File: src/rtl/texture_loader.sv
// texture_loader: fills the wall-texture memory from SPI flash (READ 0x03).
// Ports: clk, reset_n, start, allow, spi_* flash pins, tex_* write port,
//        busy (load in progress), done (one-cycle completion pulse).
module texture_loader #(
    parameter int          CHANNEL_BITS = 2,
    parameter int          TEXEL_COUNT  = 8192,
    parameter logic [23:0] FLASH_ADDR   = 24'h000000
) (
    input  logic                      clk,
    input  logic                      reset_n,
    input  logic                      start,
    input  logic                      allow,
    input  logic                      spi_miso,
    output logic                      spi_cs_n,
    output logic                      spi_sclk,
    output logic                      spi_mosi,
    output logic                      tex_we,
    output logic [12:0]               tex_addr,
    output logic [CHANNEL_BITS*3-1:0] tex_data,
    output logic                      busy,
    output logic                      done
);

    localparam int          TW       = CHANNEL_BITS * 3;
    localparam logic [31:0] CMD_WORD = {8'h03, FLASH_ADDR};
    localparam logic [12:0] LAST     = 13'(TEXEL_COUNT - 1);

    typedef enum logic [2:0] {
        IDLE, SELECT, CMD, DATA, WRITE, FINISH
    } state_t;

    state_t      state, state_n;
    // cnt: half-bit phase counter; bit 0 is the sclk level of the phase
    logic [5:0]  cnt, cnt_n;
    logic [7:0]  rx, rx_n;

    logic          cs_n_d;
    logic          sclk_d;
    logic          mosi_d;
    logic          we_d;
    logic [12:0]   addr_d;
    logic [TW-1:0] data_d;
    logic          busy_d;
    logic          done_d;

    // state register and registered outputs
    always_ff @(posedge clk or negedge reset_n) begin
        if (!reset_n) begin
            state    <= IDLE;
            cnt      <= '0;
            rx       <= '0;
            spi_cs_n <= 1'b1;
            spi_sclk <= 1'b0;
            spi_mosi <= 1'b0;
            tex_we   <= 1'b0;
            tex_addr <= '0;
            tex_data <= '0;
            busy     <= 1'b0;
            done     <= 1'b0;
        end else begin
            state    <= state_n;
            cnt      <= cnt_n;
            rx       <= rx_n;
            spi_cs_n <= cs_n_d;
            spi_sclk <= sclk_d;
            spi_mosi <= mosi_d;
            tex_we   <= we_d;
            tex_addr <= addr_d;
            tex_data <= data_d;
            busy     <= busy_d;
            done     <= done_d;
        end
    end

    // next-state logic
    always_comb begin
        state_n = state;
        cnt_n   = cnt;
        rx_n    = rx;
        unique case (state)
            IDLE: begin
                if (start) begin
                    state_n = SELECT;
                    cnt_n   = '0;
                end
            end
            SELECT: begin
                state_n = CMD;
                cnt_n   = '0;
            end
            CMD: begin
                if (cnt == 6'd63) begin
                    state_n = DATA;
                    cnt_n   = '0;
                end else begin
                    cnt_n = cnt + 6'd1;
                end
            end
            DATA: begin
                // a new byte only begins while the renderer grants access
                if (cnt != 6'd0 || allow) begin
                    // miso sampled on the edge that ends each sclk-high phase
                    if (cnt[0]) begin
                        rx_n[~cnt[3:1]] = spi_miso;
                    end
                    if (cnt == 6'd15) begin
                        state_n = WRITE;
                        cnt_n   = '0;
                    end else begin
                        cnt_n = cnt + 6'd1;
                    end
                end
            end
            WRITE: begin
                // tex_we high means the write fires in this cycle
                if (tex_we) begin
                    if (tex_addr == LAST) begin
                        state_n = FINISH;
                    end else begin
                        state_n = DATA;
                        cnt_n   = '0;
                    end
                end
            end
            FINISH: begin
                state_n = IDLE;
            end
            default: begin
                state_n = IDLE;
                cnt_n   = '0;
            end
        endcase
    end

    // output logic: values for the next cycle, registered above
    always_comb begin
        cs_n_d = (state_n == IDLE) || (state_n == FINISH);
        sclk_d = ((state_n == CMD) || (state_n == DATA)) && cnt_n[0];
        mosi_d = 1'b0;
        if (state_n == SELECT) begin
            mosi_d = CMD_WORD[31];
        end else if (state_n == CMD) begin
            // bit 31-k for bit number k
            mosi_d = CMD_WORD[~cnt_n[5:1]];
        end
        // a deferred write stays in WRITE until allow is seen high
        we_d   = (state_n == WRITE) && allow;
        busy_d = (state_n == SELECT) || (state_n == CMD) ||
                 (state_n == DATA) || (state_n == WRITE);
        done_d = (state_n == FINISH);
        data_d = tex_data;
        if (state == DATA && state_n == WRITE) begin
            data_d = rx_n[TW-1:0];
        end
        addr_d = tex_addr;
        if (state == IDLE && start) begin
            addr_d = '0;
        end else if (state == WRITE && state_n == DATA) begin
            addr_d = tex_addr + 13'd1;
        end
    end

endmodule

File: config.mk
export PLATFORM = sky130hd
export DESIGN_NAME = texture_loader
export DESIGN_NICKNAME = d
export VERILOG_FILES = /design/src/rtl/texture_loader.sv
export SDC_FILE = /design/constraint.sdc
export NUM_CORES = 1
export LEC_CHECK = 0
export ABC_AREA = 1
export CAP_MARGIN = 30
export CORE_UTILIZATION = 25
export DETAILED_ROUTE_END_ITERATION = 10
export HOLD_SLACK_MARGIN = 0.12
export PLACE_DENSITY = 0.42
export SLEW_MARGIN = 20
export SYNTH_ARGS = -nofsm -noshare
export SYNTH_HDL_FRONTEND = slang
export SYNTH_SLANG_ARGS = --single-unit
File: constraint.sdc
create_clock -name clk -period 1.99 [get_ports clk]
set_input_delay 0.398 -clock clk [delete_from_list [all_inputs] [get_ports clk]]
set_output_delay 0.398 -clock clk [all_outputs]
set_load 0.02 [all_outputs]
==> results of run 1 <==
==> area by class of cell <==
cell class,instances,area share
clock buffer,5,0.02413
inverter,43,0.05792
clock inverter,3,0.01492
sequential,40,0.3519
multi-input combinational,189,0.3677
timing repair buffer,39,0.1360
tap,108,0.04739
==> per-stage QoR <==
| step | setup slack (ns) | power (mW) | hold WS [ns] | instance area (um^2) | utilization |
|---|---|---|---|---|---|
| after floorplan | 0.2457 | 0.8317 | 0.1024 | 2227 | - |
| after global placement | 0.09146 | 0.8637 | 0.3878 | 2729 | 0.3144 |
| after detailed placement | 0.08982 | 0.8642 | 0.3899 | 2729 | 0.3144 |
| after CTS | 0.02201 | 1.557 | 0.4948 | 2850 | 0.3284 |
| after global routing | 0.03813 | 1.591 | 0.5036 | 2851 | 0.3286 |
| final | 0.1718 | 1.521 | 0.4851 | 2851 | 0.3286 |
==> state kept, by name, summed over array words and instances (netlist names) <==
name,cells
tex_addr,13
cnt,6
rx,6
tex_data,6
state,3
busy,1
done,1
spi_cs_n,1
spi_mosi,1
spi_sclk,1
tex_we,1
==> synth_stat cells (all sizes together) <==
library cell	instances	area [um^2]
nand2	73	321.6
inv	42	160.2
dfrtp	39	975.9
nor2	30	142.6
nand3	20	117.6
o21ai	17	96.34
nor3	13	91.34
a21oi	10	53.80
nand4	5	37.53
o21a	5	37.54
ha	3	37.54
a22oi	2	15.01
mux2i	2	20.02
buf	1	11.26
clkinv	1	5.000
dfstp	1	26.28
nand3b	1	11.26
nor3b	1	12.51
nor4	1	6.260
o2111ai	1	8.760
o22ai	1	6.260
o32ai	1	8.760
or2	1	6.260
xnor2	1	8.760
xor2	1	8.760
==> worst reg2reg max path: stages (launching register included) <==
cell and delay [ns]:
dfrtp_1 0.39, ha_1 0.23, nand3_2 0.14, nor2_4 0.07, nand2_4 0.09, nand2_4 0.07
o21ai_4 0.11, nand2_4 0.14, buf_12 0.16, o21ai_0 0.15, nand2_1 0.06, nor2_1 0.08
==> cell families after synthesis <==
kind of cell / count (synthesis) / share of synthesized area
XOR/XNOR: 2 / 0.007867
AO/OA/AOI/OAI: 37 / 0.1017
flip-flops: 40 / 0.4500
AND/OR/NAND/NOR: 145 / 0.3354
buffers and inverters: 44 / 0.07921
adder cells (fa/ha/maj): 3 / 0.01686
multiplexers: 2 / 0.008989
==> worst max-delay path by stage <==
| stage | to | start | depth (start not counted) | slack, ns |
|---|---|---|---|---|
| global route | spi_mosi | cnt[0] | 10 | 0.04 |
| global placement | busy | allow | 12 | 0.09 |
| floorplan | tex_addr[7] | tex_addr[0] | 11 | 0.25 |
| finish | tex_we | tex_we | 1 | 0.17 |
| CTS | tex_we | tex_we | 1 | 0.02 |
| detailed placement | busy | allow | 12 | 0.09 |
==> power by group through the flow <==
stage	combinational [mW]	clock (mW)	sequential [mW]
after floorplan	0.00321	0	0.828
after global placement	0.0355	0	0.828
after detailed placement	0.0359	0	0.828
after CTS	0.0371	0.707	0.812
after global routing	0.0406	0.738	0.812
final	0.0343	0.675	0.812
==> routing by layer <==
layer,part of all wire,vias to the layer above
met2,0.48,35
met5,0,-
met4,0.0092,0
met3,0.036,4
li1,-,966
met1,0.48,919
==> what timing repair did <==
action / CTS / global route
hold buffers: 1 / 0
buffers inserted: 0 / 0
endpoints found under the hold margin: 17 / 0
gates resized for setup: 0 / 1
setup endpoints to repair: 0 / 1
==> impl_metrics.json, run 1 <==
{
  "fill_cells": 939,
  "clockRootBuffer": "clkbuf_8",
  "grt_busiest_layer": "met2",
  "fin_setup_tns_ns": 0,
  "vias_per_cell": 4.506,
  "die_area_um2": 9290,
  "antenna_found_initial": 0,
  "maxCapViolCount": 0,
  "synth.yosys.seq_area_share": 0.4500,
  "seq_power_share": 0.534,
  "final_antenna_net_count": 0,
  "critPathBufInv": 1,
  "cts_tree": "built",
  "area_delta_synth_final_pct": 28.03,
  "min-delay-path-class": "flop to flop",
  "cts.sinks": 40,
  "final_nets": 326,
  "layout_commonest_cell": "nand2_1",
  "routedWlPerCell_um": 12.54,
  "syn_avg_cell_area_um2": 8.158,
  "p_int_mw": 1.196,
  "r2r_end": "tex_addr[7]",
  "rr_worst_depth": 11,
  "port_buffers": 29,
  "antenna_cells": 0,
  "r2r_start": "tex_addr[0]",
  "grt_pass1_vias": 1874,
  "end_kind": "output port",
  "rsz0062_at_grt": "no",
  "die_w_um": 96.39,
  "grt_pass1_wl_um": 9349,
  "min_to": "rx[4]",
  "ff_latch_area_um2": 1003,
  "crit_chain": "clkdlybuf4s50_1",
  "drive_gt1_frac": 0.1881,
  "drcViolationCount": 0,
  "swShare": 0.2140,
  "placed_cells": 418,
  "hp-start": "rx[4]",
  "crit_type": "flop to output port",
  "final.min_clock_period_ns": 1.818,
  "slew_headroom": 0.6902,
  "cp-start-kind": "flop",
  "clk_pin_slew_ns": 0.08,
  "path_delay_family": "buffers and inverters",
  "track_usage": 0.1322,
  "p_per_area_nw_per_um2": 533.5,
  "syn_area_um2": 2227,
  "drt_first_pass_iters": 4,
  "clkPwrFrac": 0.444,
  "ioPinCount": 30,
  "grt_remaining_overflow": 0,
  "synth_seq_cells": 40,
  "min_path_cells": 2,
  "fp-row-count": 34,
  "finalWirelength_um": 5355,
  "cp_max_fo": 7,
  "use_met3": 0.02582,
  "cts_buffers": 5,
  "r2r_slack_ns": 0.24,
  "final_cell_mix": "nand2_1, dfrtp_1, inv_1",
  "final_cells": 427,
  "initial_core_util": 0.2566,
  "skew_ns": 0.006480,
  "ys_warn_count": 0,
  "p_leak_nw": 1.281,
  "worst_pin_slew_ns": 0.4648,
  "clk_latency_ns": 0.29,
  "vdd_drop_max_mv": 0.2425,
  "globalRouteMet2Util": 0.2193,
  "fmax_ghz": 0.5500,
  "synth_cell_types": 39,
  "synthCells": 273,
  "min_period_over_period": 0.9137,
  "final_max_slew_viol_count": 0,
  "grtUsageMet1": 0.1739,
  "switching_power_uw": 325.5,
  "dr_total_vias": 1924,
  "critPathRequiredTime_ns": 1.59,
  "status": "finished, final reports clean",
  "grt_max_degree": 24,
  "p_comb_frac": 0.023,
  "die_h_um": 96.39,
  "finalSetupViolations": 0,
  "core_um2": 8678,
  "slowest_delay_ns": 0.64,
  "crit_arrival_ns": 1.42,
  "cts.htree.levels": 2,
  "multi_input_area_um2": 1049,
  "cp_slowest_cell": "clkdlybuf4s50_1",
  "clk_path_buf_depth": 2,
  "hpwlAfterDp_um": 4091,
  "syn_nets": 281,
  "finalHoldViolCount": 0,
  "first_iter_violations": 111,
  "routabilityCongestion": 0.7784
}
No activity file was read; power rests on OpenSTA's default activity.
==> run 2: changes to the inputs <==
--- a/config.mk
+++ b/config.mk
@@ -7,10 +7,10 @@
 export LEC_CHECK = 0
 export ABC_AREA = 1
 export CAP_MARGIN = 30
-export CORE_UTILIZATION = 25
+export CORE_UTILIZATION = 35
 export DETAILED_ROUTE_END_ITERATION = 10
 export HOLD_SLACK_MARGIN = 0.12
-export PLACE_DENSITY = 0.42
+export PLACE_DENSITY = 0.54
 export SLEW_MARGIN = 20
 export SYNTH_ARGS = -nofsm -noshare
 export SYNTH_HDL_FRONTEND = slang
==> run 2 against run 1 <==
Net effect: routed wire length shrank 8.0%; worst hold slack lost 0.33 ns; clock skew grew 0.0026 ns; worst setup slack gained 0.013 ns; sequential share of layout area grew 1.4 points; critical path depth grew 11; combinational power shrank 18%; largest cell class unchanged; sequential cell count is the same; first-iteration DRC count shrank 23%; register-to-register slack lost 0.05 ns; final area shrank 3.9%; power shrank 8.0%.
==> impl_metrics.json, run 2 (synthesized netlist as in run 1, its figures left out) <==
{
  "slowest_delay_ns": 0.51,
  "hpwlAfterDp_um": 3708,
  "initial_core_util": 0.3696,
  "grt_pass1_wl_um": 8231,
  "min-delay-path-class": "input port to asynchronous set/reset pin",
  "cts_tree": "built",
  "fmax_ghz": 0.5540,
  "clk_pin_slew_ns": 0.08,
  "final_nets": 323,
  "whs_ns": 0.1575,
  "end_kind": "flop",
  "clockRootBuffer": "clkbuf_8",
  "antenna_found_initial": 0,
  "placed_cells": 383,
  "crit_top_cell": "nand2_1",
  "port_buffers": 29,
  "grtUsageMet1": 0.2357,
  "finalHoldViolCount": 0,
  "maxCapViolCount": 0,
  "post-cts-setup-buffer-count": 0,
  "die_h_um": 81.77,
  "critPathRequiredTime_ns": 2.17,
  "routabilityCongestion": 0.8162,
  "cp-start-kind": "flop",
  "fp-row-count": 28,
  "cts.htree.levels": 2,
  "worstSetupStartpoint": "cnt[0]",
  "ioPinCount": 30,
  "r2r_end": "tex_data[5]",
  "grt_busiest_layer": "met2",
  "core_um2": 6026,
  "clkPwrFrac": 0.399,
  "regMostFlops": "tex_addr",
  "r2r_start": "cnt[0]",
  "die_area_um2": 6686,
  "grt_max_degree": 41,
  "area_delta_synth_final_pct": 23.09,
  "drive_gt1_frac": 0.1804,
  "drt_first_pass_iters": 4,
  "cts_buffers": 5,
  "worst_pin_slew_ns": 0.5084,
  "first_iter_violations": 86,
  "final_cells": 391,
  "crit_chain": "inv_1 -> ha_1 -> nand2_1 -> nand3b_2 -> nand2_2 -> inv_4 -> nand3_4 -> nor2_2 -> nand2_1 -> o21a_1 -> nand2_1 -> nand2_1",
  "min_period_over_period": 0.9070,
  "finalPower_mw": 1.399,
  "switching_power_uw": 295.2,
  "die_w_um": 81.77,
  "clk_path_buf_depth": 2,
  "ff_latch_area_um2": 1003,
  "status": "finished, final reports clean",
  "finalSetupViolations": 0,
  "final_antenna_net_count": 0,
  "fin_setup_tns_ns": 0,
  "dr_total_vias": 1884,
  "finalWirelength_um": 4925,
  "seq_power_share": 0.581,
  "fill_cells": 623,
  "vias_per_cell": 4.818,
  "rsz0062_at_grt": "no",
  "drcViolationCount": 0,
  "track_usage": 0.1616,
  "p_int_mw": 1.104,
  "slew_headroom": 0.6611,
  "crit_arrival_ns": 1.98,
  "crit_type": "flop to flop",
  "p_comb_frac": 0.020,
  "globalRouteMet2Util": 0.2463,
  "skew_ns": 0.009063,
  "routedWlPerCell_um": 12.60,
  "final_max_slew_viol_count": 0,
  "grt_pass1_vias": 1710,
  "vdd_drop_max_mv": 0.2518,
  "cp_max_fo": 8,
  "grt_remaining_overflow": 0,
  "clk_latency_ns": 0.29,
  "multi_input_area_um2": 1051,
  "cp_slowest_cell": "dfrtp_1",
  "p_per_area_nw_per_um2": 510.3,
  "p_leak_nw": 1.250,
  "final_cell_mix": "nand2_1, dfrtp_1, inv_1",
  "use_met3": 0.03000,
  "swShare": 0.2110,
  "rr_worst_depth": 12,
  "final.min_clock_period_ns": 1.805,
  "antenna_cells": 0,
  "r2r_slack_ns": 0.19,
  "largest_reg_flops": 13,
  "layout_commonest_cell": "nand2_1",
  "cts.sinks": 40
}
[run 2: changes by cell type in the layout (fill, tap and decap cells not counted)]
| cell | before | now |
|---|---|---|
| buf_12 | 2 | 0 |
| clkbuf_1 | 0 | 2 |
| bufinv_16 | 1 | 0 |
| clkbuf_8 | 5 | 6 |
| clkinv_2 | 2 | 1 |
| clkinvlp_4 | 1 | 0 |
| dlygate4sd3_1 | 1 | 0 |
| nand2_1 | 62 | 61 |
| nand2_2 | 7 | 8 |
[run 2: worst max-delay path by stage]
stage | slack [ns] | cells after the start | end
after floorplan | 0.25 | 11 | tex_addr[7]
after global placement | 0.10 | 10 | spi_mosi
after detailed placement | 0.09 | 12 | tex_data[5]
after CTS | 0.14 | 10 | tex_addr[9]
after global routing | 0.03 | 10 | busy
final | 0.19 | 12 | tex_data[5]
[run 2: routing by layer]
| metal | routed length (um) | vias up |
|---|---|---|
| li1 | - | 965 |
| met2 | 2167 | 40 |
| met1 | 2530 | 875 |
| met4 | 46 | 0 |
| met3 | 180 | 4 |
| met5 | 0 | - |
[run 2: per-stage QoR]
stage	instance area [um^2]	utilization	setup WS, ns
after detailed placement	2648	0.4394	0.09351
after global routing	2741	0.4549	0.02756
after global placement	2648	0.4394	0.1011
final	2741	0.4549	0.1851
after floorplan	2227	-	0.2457
after CTS	2738	0.4543	0.1351
[run 2: what timing repair did]
item,in CTS,in global routing
endpoints found under the setup margin,0,6
hold buffers,0,0
resized for setup,0,2
[run 2: cell type report]
cell class | instances | area share
clock buffers | 8 | 0.03286
inverters | 43 | 0.06025
multi-input cells | 189 | 0.3834
flip-flops and latches | 40 | 0.3660
well taps | 75 | 0.03423
repair buffers | 36 | 0.1232
[run 2: critical path, delay by kind of cell (launching register included)]
kind	cells	cell delay [ns]
flip-flops	1	0.51
AND/OR/NAND/NOR	8	0.65
AO/OA/AOI/OAI	1	0.12
buffers and inverters	2	0.19
adder cells (fa/ha/maj)	1	0.22
[run 2: power groups by stage]
stage               combinational, mW  clock, mW  sequential (mW)
finish                         0.0282      0.558            0.812
global route                   0.0338      0.612            0.812
CTS                            0.0306      0.582            0.812
detailed placement             0.0307          0            0.828
global placement               0.0304          0            0.828
floorplan                     0.00321          0            0.828
==> run 3: changes to the inputs <==
--- a/config.mk
+++ b/config.mk
@@ -9,8 +9,10 @@
 export CAP_MARGIN = 30
 export CORE_UTILIZATION = 35
 export DETAILED_ROUTE_END_ITERATION = 10
+export DONT_BUFFER_PORTS = 1
 export HOLD_SLACK_MARGIN = 0.12
-export PLACE_DENSITY = 0.54
+export PLACE_DENSITY = 0.48
+export SKIP_LAST_GASP = 1
 export SLEW_MARGIN = 20
 export SYNTH_ARGS = -nofsm -noshare
 export SYNTH_HDL_FRONTEND = slang
==> run 3 against run 2 <==
Net effect: utilization is 2.8 points lower; sequential cell count stayed put; sequential power about the same; critical endpoint is now busy; non-clock buffer count decreased by 19; global-route usage is 0.96 points higher; highest routed layer unchanged; sequential share of layout area up 2.4 points; first-iteration DRC count shrank 30%; clock power is 23% higher; via count fell by 2.8%; critical path type unchanged; register-to-register slack gained 0.07 ns; final cell count is 4.9% lower.
==> impl_metrics.json, run 3 (synthesized netlist as in run 1, its figures left out) <==
{
  "status": "finished, final reports clean",
  "crit_type": "flop to flop",
  "vias_per_cell": 4.925,
  "crit_top_cell": "nand2_2",
  "crit_arrival_ns": 1.93,
  "grt_pass1_wl_um": 8590,
  "routedWlPerCell_um": 13.62,
  "hp-start": "spi_miso",
  "drt_first_pass_iters": 4,
  "drive_gt1_frac": 0.2189,
  "r2r_start": "cnt[1]",
  "switching_power_uw": 333.0,
  "p_leak_nw": 1.211,
  "fill_cells": 636,
  "fmax_ghz": 0.5751,
  "final_cell_mix": "nand2_1, dfrtp_1, inv_1",
  "min_path_cells": 2,
  "cp_max_fo": 9,
  "skew_ns": 0.007224,
  "worst_pin_slew_ns": 0.4978,
  "die_w_um": 81.77,
  "clkPwrFrac": 0.449,
  "routabilityCongestion": 0.8166,
  "min-delay-path-class": "input port to flop",
  "finalWirelength_um": 5068,
  "ff_latch_area_um2": 1002,
  "initial_core_util": 0.3696,
  "cts_buffers": 5,
  "finalHoldViolCount": 0,
  "antenna_cells": 0,
  "slowest_delay_ns": 0.40,
  "cts_tree": "built",
  "seq_power_share": 0.533,
  "clockRootBuffer": "clkbuf_8",
  "fp-row-count": 28,
  "path_delay_family": "simple AND/OR/NAND/NOR gates",
  "clk_path_buf_depth": 2,
  "vdd_drop_max_mv": 0.3314,
  "end_kind": "flop",
  "area_delta_synth_final_pct": 15.51,
  "finalSetupViolations": 0,
  "final_antenna_net_count": 0,
  "slew_headroom": 0.6681,
  "largest_reg_flops": 13,
  "min_to": "rx[4]",
  "r2r_slack_ns": 0.25,
  "rr_worst_depth": 12,
  "antenna_found_initial": 0,
  "clk_latency_ns": 0.30,
  "cp-start-kind": "flop",
  "final_nets": 304,
  "critPathBufInv": 4,
  "maxCapViolCount": 0,
  "drcViolationCount": 0,
  "min_period_over_period": 0.8738,
  "critPathRequiredTime_ns": 2.18,
  "hpwlAfterDp_um": 3830,
  "clk_pin_slew_ns": 0.09,
  "rsz0062_at_grt": "no",
  "whs_ns": 0.2432,
  "fin_setup_tns_ns": 0,
  "post-cts-setup-buffer-count": 0,
  "first_iter_violations": 60,
  "cp_slowest_cell": "dfrtp_1",
  "die_h_um": 81.77,
  "grt_max_degree": 41,
  "grt_remaining_overflow": 0,
  "regMostFlops": "tex_addr",
  "grt_pass1_vias": 1820,
  "p_per_area_nw_per_um2": 592.3,
  "final_max_slew_viol_count": 0,
  "p_comb_frac": 0.018,
  "port_buffers": 0,
  "die_area_um2": 6686,
  "ioPinCount": 30,
  "swShare": 0.2186,
  "layout_commonest_cell": "nand2_1",
  "track_usage": 0.1713,
  "p_int_mw": 1.191,
  "multi_input_area_um2": 1057,
  "cts.htree.levels": 2,
  "dr_total_vias": 1832,
  "final.min_clock_period_ns": 1.739,
  "r2r_end": "busy",
  "crit_chain": "inv_1 -> ha_1 -> nand2_1 -> nand3b_4 -> nand2_2 -> inv_4 -> nand2_4 -> inv_2 -> a21oi_2 -> inv_2 -> nand2_2 -> nand2_2",
  "cts.sinks": 40,
  "core_um2": 6026
}
## run 3: cell count changes in the layout (fill, tap and decap cells not counted), sizes merged
cell,previous run,this run
buf,8,16
clkinvlp,0,1
clkinv,1,2
dlygate4sd3,0,1
clkdlybuf4s50,28,0
bufinv,0,1
clkbuf,8,5
## run 3: worst register-to-register path: stages, from the launching register on
cell and delay (ns):
dfrtp_1 0.40, inv_1 0.13, ha_1 0.17, nand2_1 0.05, nand3b_4 0.18, nand2_2 0.12, inv_4 0.06, nand2_4 0.11
inv_2 0.08, a21oi_2 0.14, inv_2 0.05, nand2_2 0.07, nand2_2 0.06
## run 3: metrics by stage
stage                     total power [mW]  instances  cell area (um^2)  utilization  worst slack, ns
after floorplan                     0.8317        273              2227            -           0.2457
after global placement              0.8333        362              2422       0.4020           0.1284
after detailed placement            0.8332        362              2422       0.4020           0.1407
after CTS                            1.540        372              2564       0.4255           0.1291
after global routing                 1.582        372              2572       0.4269          0.08062
final                                1.524        372              2572       0.4269           0.2512
## run 3: metal layers
layer  part of all wire  wire [um]  track usage  vias up
li1                   -          -            -      930
met1               0.47       2401       0.2196      848
met2               0.45       2267       0.2727       42
met3              0.049        247      0.04222       12
met4              0.030        151      0.07368        0
met5                  0          0            0        -
## run 3: power groups by stage
stage | Clock [mW] | Sequential [mW] | Combinational, mW
floorplan | 0 | 0.828 | 0.00321
global placement | 0 | 0.828 | 0.00495
detailed placement | 0 | 0.828 | 0.00480
CTS | 0.699 | 0.812 | 0.0292
global route | 0.737 | 0.812 | 0.0329
finish | 0.684 | 0.812 | 0.0277
## run 3: how the worst max path moves through the flow
stage                     cells past startpoint     endpoint  slack, ns        start
after floorplan                              11  tex_addr[7]       0.25  tex_addr[0]
after global placement                       12         busy       0.13       cnt[1]
after detailed placement                     12         busy       0.14       cnt[1]
after CTS                                    12         busy       0.13       cnt[1]
after global routing                         11         busy       0.08       cnt[0]
final                                        12         busy       0.25       cnt[1]
## run 3: repair_timing
action / CTS / global route
hold buffers: 2 / 0
endpoints found under the setup margin: 0 / 2
endpoints found under the hold margin: 40 / 0
gates resized for setup: 0 / 1
## run 3: cell type report
| class | instances | area share |
|---|---|---|
| multi-input cells | 189 | 0.4110 |
| inverters | 43 | 0.06420 |
| clock buffers | 5 | 0.02675 |
| flip-flops and latches | 40 | 0.3896 |
| clock inverters | 3 | 0.01654 |
| repair buffers | 17 | 0.05545 |
| well taps | 75 | 0.03648 |
